[src/rtl/cpu_pkg.sv]
// Shared CPU definitions for the front end and the decoder.
// Holds the instruction width, the NOP encoding, the 4-bit opcode values
// used by the controller decode, and the fetch-unit state encoding.
package cpu_pkg;

  localparam int INSTR_W = 16;
  localparam logic [INSTR_W-1:0] NOP_INSTR = 16'h0000;

  localparam logic [3:0] OP_NOP = 4'b0000;
  localparam logic [3:0] OP_IMM = 4'b1001;
  localparam logic [3:0] OP_LD  = 4'b1010;
  localparam logic [3:0] OP_ST  = 4'b1011;
  localparam logic [3:0] OP_BR  = 4'b1100;

  typedef enum logic [1:0] {
    S_IDLE  = 2'd0,
    S_FETCH = 2'd1,
    S_FULL  = 2'd2,
    S_DRAIN = 2'd3
  } fetch_state_t;

endpackage

[src/rtl/fetch_fifo.sv]
// Synchronous FIFO buffering fetched {instruction, pc} entries.
// Ports:
//   clk, rst_n        clock, synchronous active-low reset
//   push, wdata       write an entry (accepted when not full, or full with pop)
//   pop, rdata        rdata is the registered head; pop advances it
//   flush             empties the FIFO; wins over a push in the same cycle
//   full, empty, count occupancy status
// DEPTH must be a power of two so the pointers wrap naturally.
module fetch_fifo #(
  parameter int WIDTH = 32,
  parameter int DEPTH = 2
) (
  input  logic                   clk,
  input  logic                   rst_n,
  input  logic                   push,
  input  logic                   pop,
  input  logic                   flush,
  input  logic [WIDTH-1:0]       wdata,
  output logic [WIDTH-1:0]       rdata,
  output logic                   full,
  output logic                   empty,
  output logic [$clog2(DEPTH):0] count
);

  localparam int PTR_W = $clog2(DEPTH);

  logic [WIDTH-1:0] mem [DEPTH];
  logic [PTR_W-1:0] wr_ptr;
  logic [PTR_W-1:0] rd_ptr;
  logic [PTR_W:0]   cnt;
  logic             do_push;
  logic             do_pop;

  assign full    = (cnt == (PTR_W+1)'(DEPTH));
  assign empty   = (cnt == '0);
  assign do_pop  = pop && !empty;
  // A push into a full FIFO is fine when the head leaves in the same cycle.
  assign do_push = push && (!full || do_pop);
  assign count   = cnt;
  assign rdata   = mem[rd_ptr];

  always_ff @(posedge clk) begin
    if (!rst_n || flush) begin
      wr_ptr <= '0;
      rd_ptr <= '0;
      cnt    <= '0;
    end else begin
      if (do_push) wr_ptr <= wr_ptr + PTR_W'(1);
      if (do_pop)  rd_ptr <= rd_ptr + PTR_W'(1);
      cnt <= cnt + (PTR_W+1)'(do_push) - (PTR_W+1)'(do_pop);
    end
  end

  // Storage carries no reset; occupancy is tracked by the pointers.
  always_ff @(posedge clk) begin
    if (do_push && !flush) mem[wr_ptr] <= wdata;
  end

endmodule

[src/rtl/instr_fetch_unit.sv]
// Instruction fetch unit: owns the PC, issues one outstanding request at a
// time to instruction memory, buffers returned words in a small FIFO and
// presents the head to decode with a valid/stall handshake. A taken branch
// flushes the buffer and restarts fetch at the target.
// Ports:
//   clk, rst_n              clock, synchronous active-low reset
//   imem_req, imem_addr     request to instruction memory (held until ack)
//   imem_ack, imem_rdata    memory response for the current request
//   instr_valid, instr,     FIFO head presented to decode (NOP / pc 0 when
//   instr_pc                empty)
//   id_stall                decode not accepting; head pops on valid && !stall
//   br_taken, br_target     redirect pulse and target address
module instr_fetch_unit
  import cpu_pkg::*;
#(
  parameter int                ADDR_W     = 16,
  parameter logic [ADDR_W-1:0] RESET_PC   = '0,
  parameter int                FIFO_DEPTH = 2
) (
  input  logic               clk,
  input  logic               rst_n,
  output logic               imem_req,
  output logic [ADDR_W-1:0]  imem_addr,
  input  logic               imem_ack,
  input  logic [INSTR_W-1:0] imem_rdata,
  output logic               instr_valid,
  output logic [INSTR_W-1:0] instr,
  output logic [ADDR_W-1:0]  instr_pc,
  input  logic               id_stall,
  input  logic               br_taken,
  input  logic [ADDR_W-1:0]  br_target
);

  localparam int CNT_W   = $clog2(FIFO_DEPTH) + 1;
  localparam int ENTRY_W = INSTR_W + ADDR_W;

  fetch_state_t      state;
  fetch_state_t      state_nxt;
  logic [ADDR_W-1:0] fetch_pc;
  logic [ADDR_W-1:0] fetch_pc_nxt;
  logic [ADDR_W-1:0] drain_addr;
  logic              fifo_push;
  logic              fifo_pop;
  logic              fifo_full;
  logic              fifo_empty;
  logic [CNT_W-1:0]  fifo_count;
  logic [CNT_W-1:0]  count_after;
  logic [ENTRY_W-1:0] fifo_wdata;
  logic [ENTRY_W-1:0] fifo_rdata;

  assign instr_valid = !fifo_empty;
  assign fifo_pop    = instr_valid && !id_stall;
  // A word acked in the redirect cycle belongs to the abandoned path.
  assign fifo_push   = (state == S_FETCH) && imem_ack && !br_taken;
  assign fifo_wdata  = {imem_rdata, fetch_pc};
  assign count_after = fifo_count + CNT_W'(fifo_push) - CNT_W'(fifo_pop);

  assign imem_req  = (state == S_FETCH) || (state == S_DRAIN);
  // While draining, fetch_pc already holds the branch target, so the
  // in-flight address is kept separately.
  assign imem_addr = (state == S_DRAIN) ? drain_addr : fetch_pc;

  assign instr    = instr_valid ? fifo_rdata[ENTRY_W-1 -: INSTR_W] : NOP_INSTR;
  assign instr_pc = instr_valid ? fifo_rdata[ADDR_W-1:0] : '0;

  fetch_fifo #(
    .WIDTH (ENTRY_W),
    .DEPTH (FIFO_DEPTH)
  ) u_fifo (
    .clk   (clk),
    .rst_n (rst_n),
    .push  (fifo_push),
    .pop   (fifo_pop),
    .flush (br_taken),
    .wdata (fifo_wdata),
    .rdata (fifo_rdata),
    .full  (fifo_full),
    .empty (fifo_empty),
    .count (fifo_count)
  );

  always_ff @(posedge clk) begin
    if (!rst_n) begin
      state    <= S_IDLE;
      fetch_pc <= RESET_PC;
    end else begin
      state    <= state_nxt;
      fetch_pc <= fetch_pc_nxt;
    end
  end

  // Captured only when a request is cut off by a redirect; a later redirect
  // during the drain retargets fetch_pc but not the in-flight address.
  always_ff @(posedge clk) begin
    if (state == S_FETCH && br_taken && !imem_ack) drain_addr <= fetch_pc;
  end

  always_comb begin
    state_nxt    = state;
    fetch_pc_nxt = fetch_pc;
    if (br_taken) begin
      fetch_pc_nxt = br_target;
      // An unacked request cannot be retracted; wait out its ack.
      if (imem_req && !imem_ack) state_nxt = S_DRAIN;
      else                       state_nxt = S_FETCH;
    end else begin
      case (state)
        S_IDLE:  state_nxt = fifo_full ? S_FULL : S_FETCH;
        S_FETCH: begin
          if (imem_ack) begin
            fetch_pc_nxt = fetch_pc + ADDR_W'(1);
            state_nxt    = (count_after < CNT_W'(FIFO_DEPTH)) ? S_FETCH : S_FULL;
          end
        end
        S_FULL:  if (fifo_pop) state_nxt = S_FETCH;
        S_DRAIN: if (imem_ack) state_nxt = S_FETCH;
        default: state_nxt = S_IDLE;
      endcase
    end
  end

endmodule

[config.mk]
export PLATFORM = sky130hd
export DESIGN_NAME = instr_fetch_unit
export DESIGN_NICKNAME = d
export VERILOG_FILES = /design/src/rtl/cpu_pkg.sv /design/src/rtl/fetch_fifo.sv /design/src/rtl/instr_fetch_unit.sv
export SDC_FILE = /design/constraint.sdc
export NUM_CORES = 1
export LEC_CHECK = 0
export CORE_MARGIN = 5
export CORE_UTILIZATION = 30
export DETAILED_ROUTE_END_ITERATION = 16
export PLACE_DENSITY = 0.63
export REMOVE_ABC_BUFFERS = 1
export SLEW_MARGIN = 20
export SYNTH_ARGS = -nofsm -noshare
export SYNTH_HDL_FRONTEND = slang
export SYNTH_SLANG_ARGS = --single-unit
export TNS_END_PERCENT = 5
[constraint.sdc]
create_clock -name clk -period 5.2 [get_ports clk]
set_clock_uncertainty 0.2 [all_clocks]
set_input_delay 1.3 -clock clk [delete_from_list [all_inputs] [get_ports clk]]
set_output_delay 1.3 -clock clk [all_outputs]
set_load 0.005 [all_outputs]
==> impl_metrics.py, run 1 <==
metrics = {
    "finish": {
        "final_util_pct": 40.3,
        "fin_nets": 436,
        "area_growth_pct": 31.4,
        "drive_gt1_share_pct": 10.2,
        "nFillCells": 1296,
        "n_antenna_cell": 0,
        "layout.cells.non_filler": 581,
    },
    "timing": {
        "final-setup-viol-count": 0,
        "rsz0062_at_grt": "no",
        "relSlewSlack_pct": 30.7,
        "max_freq_mhz": 262,
        "finalCritPeriodShare_pct": 73.3,
        "tightestPinTransition_ps": 1040,
        "setup-tns-final_ps": 0,
        "period_needed_ps": 3810,
        "slew_viol_final": 0,
        "finalHoldViolations": 0,
    },
    "clock_tree": {
        "insertion_delay_ps": 340,
        "post_cts_resized": 0,
        "clkTransAtPathRegs_ps": 70,
        "tritoncts.num_buffers": 9,
        "cts_buffer_depth": 2,
        "clock_sinks": 103,
        "cts_hold_buf": 0,
        "cts_tree": "done",
        "post_cts_buffers": 0,
        "h-tree-depth": 3,
        "cts_root_buffer": "clkbuf_16",
    },
    "floorplanning": {
        "start_util_pct": 30.7,
        "core_um2": 13900,
        "ios": 87,
        "die_x_um": 129,
        "dieArea_um2": 16700,
        "die_h_um": 129,
        "rows": 43,
    },
    "min_path": {
        "min_from": "u_fifo.rd_ptr$_SDFFE_PP0P_",
        "hold_depth": 2,
        "min_to": "u_fifo.rd_ptr$_SDFFE_PP0P_",
        "holdCritPathClass": "reg -> reg",
    },
    "synthesis": {
        "synth_area_per_cell_um2": 13.5,
        "yosysTopAreaCell": "edfxtp_1",
        "synth-edff-count": 80,
        "ys_top_cells_by_count": "edfxtp_1, nor2_1, mux2i_1, dfxtp_1, o21ai_0",
        "yosys_most_used_dff": "edfxtp_1",
        "synth_cells": 316,
        "synth_top_area_share_pct": 56.2,
        "syn_area_um2": 4270,
        "yosysMostFrequentCell": "edfxtp_1",
        "synth_seq_cells": 103,
        "yosysSeqAreaShare_pct": 67.0,
        "yosysWarnings": 0,
        "synthTopCellsByArea": "edfxtp_1, dfxtp_1, mux2i_1",
        "async_reset_ff_share_pct": 0,
        "synth.distinct_cells": 39,
    },
    "setup_path": {
        "required_ps": 3700,
        "crit_path_end_kind": "primary output",
        "cp_max_fo": 16,
        "r2r_slack_ps": 2490,
        "r2r_end": "u_fifo.mem[0][7]$_DFFE_PP_",
        "r2r_cells": 3,
        "rr_startpoint": "state[0]$_SDFFE_PN0P_",
        "critPathKind": "reg -> out",
        "start_kind": "flip-flop",
        "cp.arrival_ps": 2310,
    },
    "drt": {
        "routedWlPerCell_um": 15.8,
        "drcViolationCount": 0,
        "drt-total-wl_mm": 9.16,
        "routed_via_density": 4.57,
        "drt_iter0_markers": 133,
        "detail-route-antenna-nets": 0,
        "vias": 2655,
        "drt_first_pass_iters": 4,
    },
    "pwr": {
        "ir_worst_vdd_v": 0.000180,
        "powerDensity_nw_per_um2": 307,
        "leakagePower_uw": 0.00182,
        "power.total_uw": 1720,
    },
    "placed_design": {
        "place_congestion": 0.748,
        "io_buffers": 86,
        "dp_hpwl_mm": 6.26,
        "placed_cells": 565,
    },
    "global_routing": {
        "antenna_found_initial": 0,
        "grt_pass1_vias": 2775,
        "grt_max_degree": 34,
        "grt_pass1_wl_mm": 14.5,
        "grt_usage_pct": 11.2,
        "grt-ovfl-total": 0,
    },
    "status": {
        "status": "complete, no violations",
    },
    "run": {
        "cap_violations": 0,
    },
}
## layer usage
layer  up-vias  global-route usage, %  wire length [µm]
li1       1325                      -                 -
met1      1245                   13.5              3960
met2        71                   19.6              4510
met3        14                   2.14               503
met4         0                   4.88               184
met5         -                      0                 0
## cells by family (layout without fill, tap and decap cells)
group                      Yosys count  count (layout)  synth area share (%)
DFF                                103             103                  67.0
xor gates and xnor gates            15              15                  3.07
AOI/OAI and AO/OA                   41              41                  5.30
and+or+nand+nor                     79              79                  9.48
muxes                               49              49                  11.9
buffers and inverters               26             111                  2.34
adders and majority gates            3               3                 0.878
## state kept, by name, indices dropped and copies added (netlist names), named ones only
name / cells
u_fifo.count: 2
u_fifo.mem: 64
state: 2
u_fifo.wr_ptr: 1
drain_addr: 16
u_fifo.rd_ptr: 1
fetch_pc: 16
## power breakdown
group          switching (µW)  leakage (µW)  internal, µW
combinational            58.7      0.000760          83.5
sequential               25.8      0.000922           915
clock                     286      0.000140           354
total                     370       0.00182          1350
## critical path, cell delays in order, from the launching register on
cell	delay (ps)
dfxtp_1	490
nand2_1	530
mux2_2	470
clkdlybuf4s50_1	480
## worst max path at each step
stage                     startpoint                          end  slack [ps]  cells after the start
2_1_floorplan               br_taken      drain_addr[0]$_DFFE_PP_        1220                      2
3_3_place_gp                imem_ack  u_fifo.mem[0][16]$_DFFE_PP_        1160                      4
3_5_place_dp                imem_ack  u_fifo.mem[0][16]$_DFFE_PP_        1040                      4
4_1_cts                    flip-flop                  instr_pc[8]        1350                      3
5_1_grt        state[0]$_SDFFE_PN0P_                 imem_addr[9]        1260                      3
6_report       state[0]$_SDFFE_PN0P_                 imem_addr[6]        1390                      3
## layout make-up
| class | count | area, µm² | share of cell area (%) |
|---|---|---|---|
| sequential | 103 | 2860 | 51.0 |
| tap | 180 | 225 | 4.01 |
| timing repair buffer | 87 | 868 | 15.5 |
| clock buffer | 10 | 250 | 4.46 |
| inverter | 8 | 30.0 | 0.535 |
| clock inverter | 6 | 42.5 | 0.758 |
| multi-input combinational | 187 | 1330 | 23.8 |
## metrics by stage
step | worst slack (ps) | hold WS, ps | cell area (µm²)
after floorplan | 1220 | 272 | 4200
after global placement | 1160 | 292 | 5320
after detailed placement | 1040 | 300 | 5320
after CTS | 1350 | 322 | 5610
after global routing | 1260 | 354 | 5610
final | 1390 | 315 | 5610
## cell usage in the layout (no fill, tap or decap), types with 2 or more instances in the layout
cell             count
clkinv_2             2
xor2_1               5
clkbuf_16           10
nand4_1              4
xnor2_1             10
a21oi_1              9
or4_1                2
o21ai_0             22
clkdlybuf4s50_1     86
a31oi_1              5
mux2i_1             33
edfxtp_1            80
and2_1               3
nand2_1              8
nand3_1              4
ha_1                 3
or3_1                4
dfxtp_1             22
mux2_2              16
nor4_1               3
nor2_1              38
clkinvlp_4           2
inv_1                8
Note: power is estimated with default switching activity, not from simulation.
==> inputs of run 2 (changes only) <==
Clock period 5.2 ns to 4 ns, I/O delays scaled along.
==> run 2 against run 1 <==
Net effect:
- via count up 1.8%
- global-route usage down 0.19 points
- worst hold slack worse by 15 ps
- critical path type unchanged
==> impl_metrics.py, run 2 (synthesized netlist as in run 1, its figures left out) <==
metrics = {
    "timing": {
        "finalHoldViolations": 0,
        "tightestPinTransition_ps": 752,
        "period_needed_ps": 3520,
        "slew_viol_final": 0,
        "final-setup-viol-count": 0,
        "max_freq_mhz": 284,
        "rsz0062_at_grt": "no",
        "relSlewSlack_pct": 49.7,
        "setup-tns-final_ps": 0,
        "finalCritPeriodShare_pct": 88.0,
    },
    "setup_path": {
        "cpPeakStageDelay_ps": 530,
        "path_cells": "nand2_1 -> mux2_2 -> clkdlybuf4s50_1",
        "critPathKind": "reg -> out",
        "crit_path_end_kind": "primary output",
        "crit_path_top_delay_cell": "nand2_1",
        "required_ps": 2800,
        "cp_max_fo": 16,
        "start_kind": "flip-flop",
        "rr_startpoint": "state[0]$_SDFFE_PN0P_",
        "cp.arrival_ps": 2320,
        "cp-startpoint": "state[0]$_SDFFE_PN0P_",
    },
    "finish": {
        "final_common_cell": "clkdlybuf4s50_1",
        "finalInstanceArea_um2": 5660,
        "nFillCells": 1309,
        "drive_gt1_share_pct": 11.3,
        "max_flop_register": "u_fifo.mem",
        "reg.largest.list": "u_fifo.mem: 64 flops, drain_addr: 16 flops, fetch_pc: 16 flops",
        "n_antenna_cell": 0,
        "largest_register_ffs": 64,
        "final_cell_mix": "clkdlybuf4s50_1, edfxtp_1, nor2_1, mux2i_1",
        "fin_nets": 443,
        "area_growth_pct": 32.5,
    },
    "clock_tree": {
        "h-tree-depth": 3,
        "cts_root_buffer": "clkbuf_16",
        "clock_sinks": 103,
        "cts_hold_buf": 0,
        "insertion_delay_ps": 330,
        "clkTransAtPathRegs_ps": 70,
        "tritoncts.num_buffers": 9,
        "post_cts_resized": 0,
        "post_cts_buffers": 0,
        "cts_buffer_depth": 2,
        "cts_tree": "done",
    },
    "pwr": {
        "clockPowerShare_pct": 37.6,
        "combinationalPowerShare_pct": 8.4,
        "ir_worst_vdd_v": 0.000181,
        "powerDensity_nw_per_um2": 399,
        "switchingPower_uw": 474,
        "netSwitchingFraction_pct": 20.9,
        "leakagePower_uw": 0.00186,
        "p_seq_share_pct": 54.0,
        "p_int_uw": 1790,
    },
    "drt": {
        "detail-route-antenna-nets": 0,
        "drt_iter0_markers": 138,
        "vias": 2704,
        "routedWlPerCell_um": 15.7,
        "routed_via_density": 4.60,
        "drt-total-wl_mm": 9.24,
        "drcViolationCount": 0,
        "drt_first_pass_iters": 6,
    },
    "min_path": {
        "holdCritPathClass": "reg -> reg",
        "min_from": "u_fifo.rd_ptr$_SDFFE_PP0P_",
    },
    "run": {
        "cap_violations": 0,
    },
    "global_routing": {
        "grt_pass1_wl_mm": 14.3,
        "grt-ovfl-total": 0,
        "grt_usage_pct": 11.0,
        "antenna_found_initial": 0,
        "grt_max_degree": 34,
        "grt_pass1_vias": 2746,
    },
    "placed_design": {
        "io_buffers": 86,
        "place_congestion": 0.774,
        "dp_hpwl_mm": 6.41,
        "placed_cell_area_um2": 5370,
    },
    "floorplanning": {
        "ios": 87,
        "start_util_pct": 30.7,
        "die_x_um": 129,
        "die_h_um": 129,
        "core_um2": 13900,
        "rows": 43,
        "dieArea_um2": 16700,
    },
    "status": {
        "status": "complete, no violations",
    },
}
-- run 2: per-stage QoR --
stage,std cells,util (%),total power (µW),hold slack [ps],setup WS (ps)
final,588,40.6,2260,300,479
after global routing,588,40.6,2350,362,339
after CTS,588,40.6,2290,305,442
after detailed placement,572,38.6,1440,290,515
after global placement,572,38.6,1430,288,576
after floorplan,298,-,1310,272,324
-- run 2: cell type report --
class / instances / area [µm²] / share of cell area, %
inverters: 8 / 30.0 / 0.530
clock buffers: 11 / 233 / 4.11
flip-flops and latches: 103 / 2860 / 50.6
multi-input cells: 187 / 1330 / 23.5
clock inverters: 5 / 57.6 / 1.02
well taps: 180 / 225 / 3.98
repair buffers: 94 / 921 / 16.3
-- run 2: power groups by stage --
stage          Combinational [µW]  Sequential (µW)  Clock, µW
6_report                      191             1220        850
3_3_place_gp                  193             1240          0
5_1_grt                       208             1220        918
2_1_floorplan                76.1             1240          0
3_5_place_dp                  194             1240          0
4_1_cts                       195             1220        869
-- run 2: path summary, 6_finish.rpt --
| kind | cells past startpoint | slack (ps) | to |
|---|---|---|---|
| setup / recovery | 3 | 480 | imem_addr[9] |
| hold / removal | 2 | 300 | flip-flop |
| setup reg to reg | 4 | 1630 | u_fifo.mem[0][10]$_DFFE_PP_ |
| hold reg to reg | 2 | 300 | flip-flop |
-- run 2: worst max-delay path: cells and delay by family (launching register included) --
kind	cells	cell delay, ps
buffers and inverters	1	450
multiplexers	1	500
AND/OR/NAND/NOR	1	530
flip-flops	1	510
-- run 2: per-layer routing --
layer	vias up	GRT usage (%)	part of all wire (%)	wire, µm
li1	1334	-	-	-
met1	1289	14.9	45	4150
met2	73	18.0	49	4490
met3	8	2.14	5.5	504
met4	0	3.64	1.0	97
met5	-	0	0	0
